$ cat src/rtl/alu_sequencial_if.sv
// Start/busy/done bus between the control FSM and the sequential ALU.
// The control FSM drives through master; the ALU receives through slave.
interface alu_sequencial_if #(
  parameter int LARGURA = 8
);
  logic               inicio;
  logic [3:0]         operacao;
  logic [LARGURA-1:0] entradaA;
  logic [LARGURA-1:0] entradaB;
  logic               ocupado;
  logic               pronto;
  logic [LARGURA-1:0] resultado;
  logic [LARGURA-1:0] resultado_alto;
  logic               carry_out;
  logic               zero_flag;
  logic               negativo;
  logic               overflow;
  logic               div_zero;

  modport master (
    output inicio, operacao, entradaA, entradaB,
    input  ocupado, pronto, resultado, resultado_alto,
           carry_out, zero_flag, negativo, overflow, div_zero
  );

  modport slave (
    input  inicio, operacao, entradaA, entradaB,
    output ocupado, pronto, resultado, resultado_alto,
           carry_out, zero_flag, negativo, overflow, div_zero
  );
endinterface

$ cat src/rtl/alu_sequencial.sv
// Parametrised ALU with registered outputs/flags: single-cycle arithmetic and logic,
// plus iterative shift-add multiply and restoring divide with double-width results.
module alu_sequencial #(
  parameter int LARGURA = 8
) (
  input logic             clk,
  input logic             rst,
  alu_sequencial_if.slave bus
);
  localparam int CNT_W = $clog2(LARGURA) + 1;
  localparam logic [CNT_W-1:0] ULTIMO = CNT_W'(LARGURA - 1);

  typedef enum logic {OCIOSO, CALC} estado_e;

  typedef enum logic [3:0] {
    OP_ADD = 4'd0,
    OP_SUB = 4'd1,
    OP_AND = 4'd2,
    OP_OR  = 4'd3,
    OP_NOT = 4'd4,
    OP_XOR = 4'd5,
    OP_SHL = 4'd6,
    OP_SHR = 4'd7,
    OP_MUL = 4'd8,
    OP_DIV = 4'd9
  } op_e;

  estado_e            estado, estado_prox;
  logic [CNT_W-1:0]   cnt;
  logic [LARGURA-1:0] a_reg, b_reg;
  logic [LARGURA-1:0] hi, lo;
  logic               eh_div;

  logic aceita, inicia_iter, conclui_iter, op_longa;

  // single-cycle datapath
  logic [LARGURA:0]   soma, dif;
  logic [LARGURA-1:0] s_res;
  logic               s_carry, s_ovf;

  // iteration datapath
  logic [LARGURA:0]   soma_mul, desloc, sub_div;
  logic [LARGURA-1:0] hi_prox, lo_prox;

  // values loaded into the output registers
  logic [LARGURA-1:0] o_res, o_alto;
  logic               o_carry, o_ovf, o_dz, carrega;

  assign op_longa    = (bus.operacao == OP_MUL) || (bus.operacao == OP_DIV);
  assign bus.ocupado = (estado == CALC);

  always_ff @(posedge clk or posedge rst) begin
    if (rst) estado <= OCIOSO;
    else     estado <= estado_prox;
  end

  always_comb begin
    estado_prox  = estado;
    aceita       = 1'b0;
    inicia_iter  = 1'b0;
    conclui_iter = 1'b0;
    case (estado)
      OCIOSO: begin
        if (bus.inicio) begin
          aceita = 1'b1;
          if (op_longa) begin
            inicia_iter = 1'b1;
            estado_prox = CALC;
          end
        end
      end
      CALC: begin
        if (cnt == ULTIMO) begin
          conclui_iter = 1'b1;
          estado_prox  = OCIOSO;
        end
      end
      default: estado_prox = OCIOSO;
    endcase
  end

  always_comb begin
    soma    = {1'b0, bus.entradaA} + {1'b0, bus.entradaB};
    dif     = {1'b0, bus.entradaA} - {1'b0, bus.entradaB};
    s_res   = '0;
    s_carry = 1'b0;
    s_ovf   = 1'b0;
    case (bus.operacao)
      OP_ADD: begin
        s_res   = soma[LARGURA-1:0];
        s_carry = soma[LARGURA];
        s_ovf   = (bus.entradaA[LARGURA-1] == bus.entradaB[LARGURA-1]) &&
                  (soma[LARGURA-1] != bus.entradaA[LARGURA-1]);
      end
      OP_SUB: begin
        s_res   = dif[LARGURA-1:0];
        s_carry = dif[LARGURA];
        s_ovf   = (bus.entradaA[LARGURA-1] != bus.entradaB[LARGURA-1]) &&
                  (dif[LARGURA-1] != bus.entradaA[LARGURA-1]);
      end
      OP_AND: s_res = bus.entradaA & bus.entradaB;
      OP_OR:  s_res = bus.entradaA | bus.entradaB;
      OP_NOT: s_res = ~bus.entradaA;
      OP_XOR: s_res = bus.entradaA ^ bus.entradaB;
      OP_SHL: begin
        s_res   = {bus.entradaA[LARGURA-2:0], 1'b0};
        s_carry = bus.entradaA[LARGURA-1];
      end
      OP_SHR: begin
        s_res   = {1'b0, bus.entradaA[LARGURA-1:1]};
        s_carry = bus.entradaA[0];
      end
      default: s_res = '0;
    endcase
  end

  // hi/lo are shared: MUL keeps {partial product, remaining multiplier},
  // DIV keeps {partial remainder, dividend shifting into quotient}.
  always_comb begin
    soma_mul = {1'b0, hi} + (lo[0] ? {1'b0, b_reg} : '0);
    desloc   = {hi, lo[LARGURA-1]};
    sub_div  = desloc - {1'b0, b_reg};
    hi_prox  = hi;
    lo_prox  = lo;
    if (eh_div) begin
      if (desloc >= {1'b0, b_reg}) begin
        hi_prox = sub_div[LARGURA-1:0];
        lo_prox = {lo[LARGURA-2:0], 1'b1};
      end else begin
        hi_prox = desloc[LARGURA-1:0];
        lo_prox = {lo[LARGURA-2:0], 1'b0};
      end
    end else begin
      hi_prox = soma_mul[LARGURA:1];
      lo_prox = {soma_mul[0], lo[LARGURA-1:1]};
    end
  end

  always_comb begin
    carrega = (aceita && !inicia_iter) || conclui_iter;
    o_res   = s_res;
    o_alto  = '0;
    o_carry = s_carry;
    o_ovf   = s_ovf;
    o_dz    = 1'b0;
    if (conclui_iter) begin
      o_ovf = 1'b0;
      if (eh_div) begin
        o_carry = 1'b0;
        if (b_reg == '0) begin
          o_res  = '1;
          o_alto = a_reg;
          o_dz   = 1'b1;
        end else begin
          o_res  = lo_prox;
          o_alto = hi_prox;
        end
      end else begin
        o_res   = lo_prox;
        o_alto  = hi_prox;
        o_carry = |hi_prox;
      end
    end
  end

  always_ff @(posedge clk or posedge rst) begin
    if (rst) begin
      cnt                <= '0;
      a_reg              <= '0;
      b_reg              <= '0;
      hi                 <= '0;
      lo                 <= '0;
      eh_div             <= 1'b0;
      bus.pronto         <= 1'b0;
      bus.resultado      <= '0;
      bus.resultado_alto <= '0;
      bus.carry_out      <= 1'b0;
      bus.zero_flag      <= 1'b0;
      bus.negativo       <= 1'b0;
      bus.overflow       <= 1'b0;
      bus.div_zero       <= 1'b0;
    end else begin
      bus.pronto <= carrega;
      if (inicia_iter) begin
        a_reg  <= bus.entradaA;
        b_reg  <= bus.entradaB;
        hi     <= '0;
        lo     <= bus.entradaA;
        eh_div <= (bus.operacao == OP_DIV);
        cnt    <= '0;
      end else if (estado == CALC) begin
        hi  <= hi_prox;
        lo  <= lo_prox;
        cnt <= cnt + CNT_W'(1);
      end
      if (carrega) begin
        bus.resultado      <= o_res;
        bus.resultado_alto <= o_alto;
        bus.carry_out      <= o_carry;
        bus.zero_flag      <= ({o_alto, o_res} == '0);
        bus.negativo       <= o_res[LARGURA-1];
        bus.overflow       <= o_ovf;
        bus.div_zero       <= o_dz;
      end
    end
  end
endmodule

$ cat src/flat_wrapper.sv
// flat-port wrapper written by rule: the top's interface ports become plain ports
module alu_sequencial_flat 
#(
  parameter int LARGURA = 8
)
  (clk, rst, bus_inicio, bus_operacao, bus_entradaA, bus_entradaB, bus_ocupado, bus_pronto, bus_resultado, bus_resultado_alto, bus_carry_out, bus_zero_flag, bus_negativo, bus_overflow, bus_div_zero);
  alu_sequencial_if #(.LARGURA(LARGURA)) bus_i ();
  input logic clk;
  input logic rst;
  input wire logic [$bits(bus_i.inicio)-1:0] bus_inicio;
  input wire logic [$bits(bus_i.operacao)-1:0] bus_operacao;
  input wire logic [$bits(bus_i.entradaA)-1:0] bus_entradaA;
  input wire logic [$bits(bus_i.entradaB)-1:0] bus_entradaB;
  output wire logic [$bits(bus_i.ocupado)-1:0] bus_ocupado;
  output wire logic [$bits(bus_i.pronto)-1:0] bus_pronto;
  output wire logic [$bits(bus_i.resultado)-1:0] bus_resultado;
  output wire logic [$bits(bus_i.resultado_alto)-1:0] bus_resultado_alto;
  output wire logic [$bits(bus_i.carry_out)-1:0] bus_carry_out;
  output wire logic [$bits(bus_i.zero_flag)-1:0] bus_zero_flag;
  output wire logic [$bits(bus_i.negativo)-1:0] bus_negativo;
  output wire logic [$bits(bus_i.overflow)-1:0] bus_overflow;
  output wire logic [$bits(bus_i.div_zero)-1:0] bus_div_zero;
  assign bus_i.inicio = bus_inicio;
  assign bus_i.operacao = bus_operacao;
  assign bus_i.entradaA = bus_entradaA;
  assign bus_i.entradaB = bus_entradaB;
  assign bus_ocupado = bus_i.ocupado;
  assign bus_pronto = bus_i.pronto;
  assign bus_resultado = bus_i.resultado;
  assign bus_resultado_alto = bus_i.resultado_alto;
  assign bus_carry_out = bus_i.carry_out;
  assign bus_zero_flag = bus_i.zero_flag;
  assign bus_negativo = bus_i.negativo;
  assign bus_overflow = bus_i.overflow;
  assign bus_div_zero = bus_i.div_zero;
  alu_sequencial #(.LARGURA(LARGURA)) u_core (.clk(clk), .rst(rst), .bus(bus_i));
endmodule
$ cat config.mk
export PLATFORM = sky130hd
export DESIGN_NAME = alu_sequencial_flat
export DESIGN_NICKNAME = d
export VERILOG_FILES = /design/src/rtl/alu_sequencial_if.sv /design/src/rtl/alu_sequencial.sv /design/src/flat_wrapper.sv
export SDC_FILE = /design/constraint.sdc
export NUM_CORES = 1
export LEC_CHECK = 0
export ABC_AREA = 1
export CAP_MARGIN = 20
export CORE_MARGIN = 5
export CORE_UTILIZATION = 55
export CTS_CLUSTER_SIZE = 14
export DETAILED_ROUTE_END_ITERATION = 16
export HOLD_SLACK_MARGIN = 0.1
export PLACE_DENSITY = 0.77
export REMOVE_ABC_BUFFERS = 1
export SLEW_MARGIN = 5
export SYNTH_ARGS = -nofsm -noshare
export SYNTH_HDL_FRONTEND = slang
export SYNTH_SLANG_ARGS = --single-unit
$ cat constraint.sdc
create_clock -name clk -period 3 [get_ports clk]
set_input_delay 0.9 -clock clk [delete_from_list [all_inputs] [get_ports clk]]
set_output_delay 0.9 -clock clk [all_outputs]
set_load 0.005 [all_outputs]
==> reports/qor.csv <==
stage;metric;value;unit
setup_path;Worst Path Class, Setup;primary input to flop;
drt;WL final;17660;um
sta;final setup fails;0;
drt;Routed WL per cell;16.84;um
setup_path;CP arrival;3.15;ns
yosys;area share of the largest cell type after synthesis;28.44;%
global_routing;initial antenna violation count;0;
floorplan;Initial Util;56.18;%
yosys;synth warn;0;
yosys;register bit total from synthesis;59;
drt;DRT antenna net count;0;
clock_network;H-tree depth;3;
yosys;mapped cell area;5191;um^2
sta;Slew Limit Fails;0;
placement;GPL Wtd Cong;1.013;
drt;iteration-0 DRC count of the detailed router;543;
global_routing;largest net degree at the start of global routing;60;
placement;PortBufs;45;
yosys;top cells by area in the synthesized netlist;dfrtp_1 28%, nand2_1 18%, ha_1 11%;
drt;vias;5867;
global_routing;first-pass GRT wire length;27990;um
clock_network;CTS tree;built;
yosys;commonest register cell after synthesis;dfrtp_1;
global_routing;GRT Util Overall;31.15;%
finish;share of layout cells above drive strength 1;14.89;%
yosys;number of flops mapped to enable cells by yosys;0;
clock_network;clock-pin slew on the worst setup and hold paths;0.08;ns
floorplan;Die Y;107.2;um
floorplan;die area;11480;um^2
flow_run;max capacitance violation total;0;
clock_network;clk_lat worst skew;0.34;ns
sta;Final Critical Period;2.864;ns
sta;Worst Tran Pin Value;0.6076;ns
sta;clock skew;0.01221;ns
yosys;Mapped Cells;801;
setup_path;Critical Path RT;3.28;ns
drt;Pre-Repair DR Iteration Count;7;
yosys;Unique masters post-synth;39;
placement;DP Wirelength;13770;um
clock_network;CTS Buf Count;9;
finish;multi-input logic area;3301;um^2
finish;Reg area;1478;um^2
run_status;status;complete, no violations;
finish;Non-Filler Instances;1049;
sta;maximum clock frequency;349.2;MHz
yosys;Post-synth ARST share;100.0;%
power_and_ir_drop;peak ir drop on the vdd network;563.4;uV
floorplan;Rows;35;
clock_network;hold-fix buffers at CTS;0;
setup_path;Crit. End Element;flop;
setup_path;r2r setup slk;0.29;ns
floorplan;IO Count;46;
yosys;cell taking the most area after synthesis;dfrtp_1;
sta;headroom to the max-slew limit;59.45;%
floorplan;core box area;9240;um^2
finish;synthesis-to-finish area growth;28.54;%
floorplan;die width;107.2;um
clock_network;root buf cell;clkbuf_8;
power_and_ir_drop;Lkg Pwr;3.641;nW
power_and_ir_drop;Pwr Density;941.7;nW/um^2
global_routing;Overflow after GRT;0;
finish;Fill cells;780;
yosys;synthesized area per cell;6.481;um^2
drt;DRC;0;
yosys;sequential element share of the synthesized area;28.44;%
power_and_ir_drop;Design Power;6.284;mW
clock_network;CTS Sinks;59;
drt;routed vias/inst;5.593;
min_path;Hold Path Class;flop to flop;
sta;hold_ws;0.4750;ns
finish;Total Nets Final;986;
finish;diode count;0;
placement;dpl cells;1030;
sta;Tcrit/Tclk final;95.45;%
global_routing;number of global-route vias before repair;5550;
clock_network;deepest clock path buffer count;2;
setup_path;crit-path max FO;6;
sta;Hold Vio Cnt, Final;0;
setup_path;startpoint types;primary input;
==> layout make-up <==
class	count	share of cell area, %
flip-flops and latches	59	22.15
clock buffers	9	1.856
inverters	114	6.413
clock inverters	7	1.500
well taps	129	2.419
repair buffers	126	16.20
multi-input cells	605	49.47
==> worst paths after layout <==
check	startpoint	to	depth (start not counted)
min in group asynchronous	rst	u_core.cnt[1]	3
max in group asynchronous	rst	u_core.b_reg[4]	3
min	u_core.bus.div_zero	u_core.bus.div_zero	2
min reg2reg	u_core.bus.div_zero	u_core.bus.div_zero	2
max reg2reg	u_core.lo[0]	u_core.bus.zero_flag	16
max	bus_entradaB[2]	u_core.bus.zero_flag	18
==> where the power goes <==
part | leakage [nW] | switching, mW | internal (mW)
sequential | 0.725 | 0.393 | 1.17
combinational | 2.80 | 2.37 | 1.51
clock | 0.114 | 0.366 | 0.475
total | 3.64 | 3.13 | 3.15
==> per-stage QoR <==
step	TNS (ns)	utilization, %	setup slack (ns)	area, um^2
2_1_floorplan	0	-	0.3126	5082
3_3_place_gp	-0.7861	68.10	-0.2524	6292
3_5_place_dp	-1.449	68.10	-0.3815	6292
4_1_cts	0	70.56	0.03864	6520
5_1_grt	-0.01175	72.21	-0.01175	6673
6_report	0	72.21	0.1365	6673
==> worst max-delay path, stage by stage <==
cell and delay, ns:
clkdlybuf4s50_1 0.50, inv_2 0.07, ha_4 0.30, buf_4 0.16
nand2_1 0.06, nor2_1 0.09, nand2_1 0.08, nand3_1 0.09
nand2_1 0.08, nand3_1 0.07, nand3_1 0.11, nand2_1 0.10
nand2_1 0.06, nor2_1 0.10, nand2_1 0.06, nor2_2 0.11
nand4_1 0.10, nand2_1 0.09
==> cell families after synthesis <==
| kind of cell | Yosys count | share of synthesized area (%) |
|---|---|---|
| AND/OR/NAND/NOR | 441 | 36.25 |
| flip-flops | 59 | 28.44 |
| buffers and inverters | 137 | 10.34 |
| XOR/XNOR | 5 | 0.8437 |
| AO/OA/AOI/OAI | 111 | 11.98 |
| adder cells (fa/ha/maj) | 48 | 12.15 |
==> cell usage in the layout (no fill, tap or decap), types with 7 or more instances in the layout <==
cell type	synthesis	layout
nor2_1	67	63
dfrtp_1	59	58
nand4_1	17	17
nand2_1	249	245
clkdlybuf4s50_1	0	41
a21oi_1	27	23
nor2_2	4	8
buf_4	1	80
a31oi_1	9	9
clkbuf_8	0	9
nand3_1	90	90
o21ai_0	51	49
ha_1	44	38
inv_1	112	106
o22ai_1	8	8
inv_2	1	7
==> metal layers <==
metal  global-route usage (%)  part of all wire (%)  vias to the layer above
li1                         -                     -                     2817
met1                    41.77                    42                     2643
met2                    50.36                    45                      344
met3                    6.261                   9.6                       63
met4                    10.14                   3.4                        0
met5                        0                     0                        -
==> cell usage after synthesis (2+ instances only) <==
master and instances:
nand2_4 3, a21oi_1 27, a22o_1 3, nor2_1 67, o21ai_0 51, buf_2 9, a31oi_1 9, nor2_2 4
xor2_1 3, o22ai_1 8, dfrtp_1 59, nand3b_1 2, or2_2 2, nand4_1 17, nand3_1 90, clkbuf_1 11
nand2_1 249, a22oi_1 4, inv_1 112, o211ai_1 5, fa_1 4, ha_1 44, xnor2_1 2
==> what timing repair did <==
item | CTS | global route
endpoints found under the setup margin | 1 | 4
buffers inserted | 0 | 3
pin swaps | 0 | 7
resized for setup | 1 | 37
No activity file was read; power rests on OpenSTA's default activity.
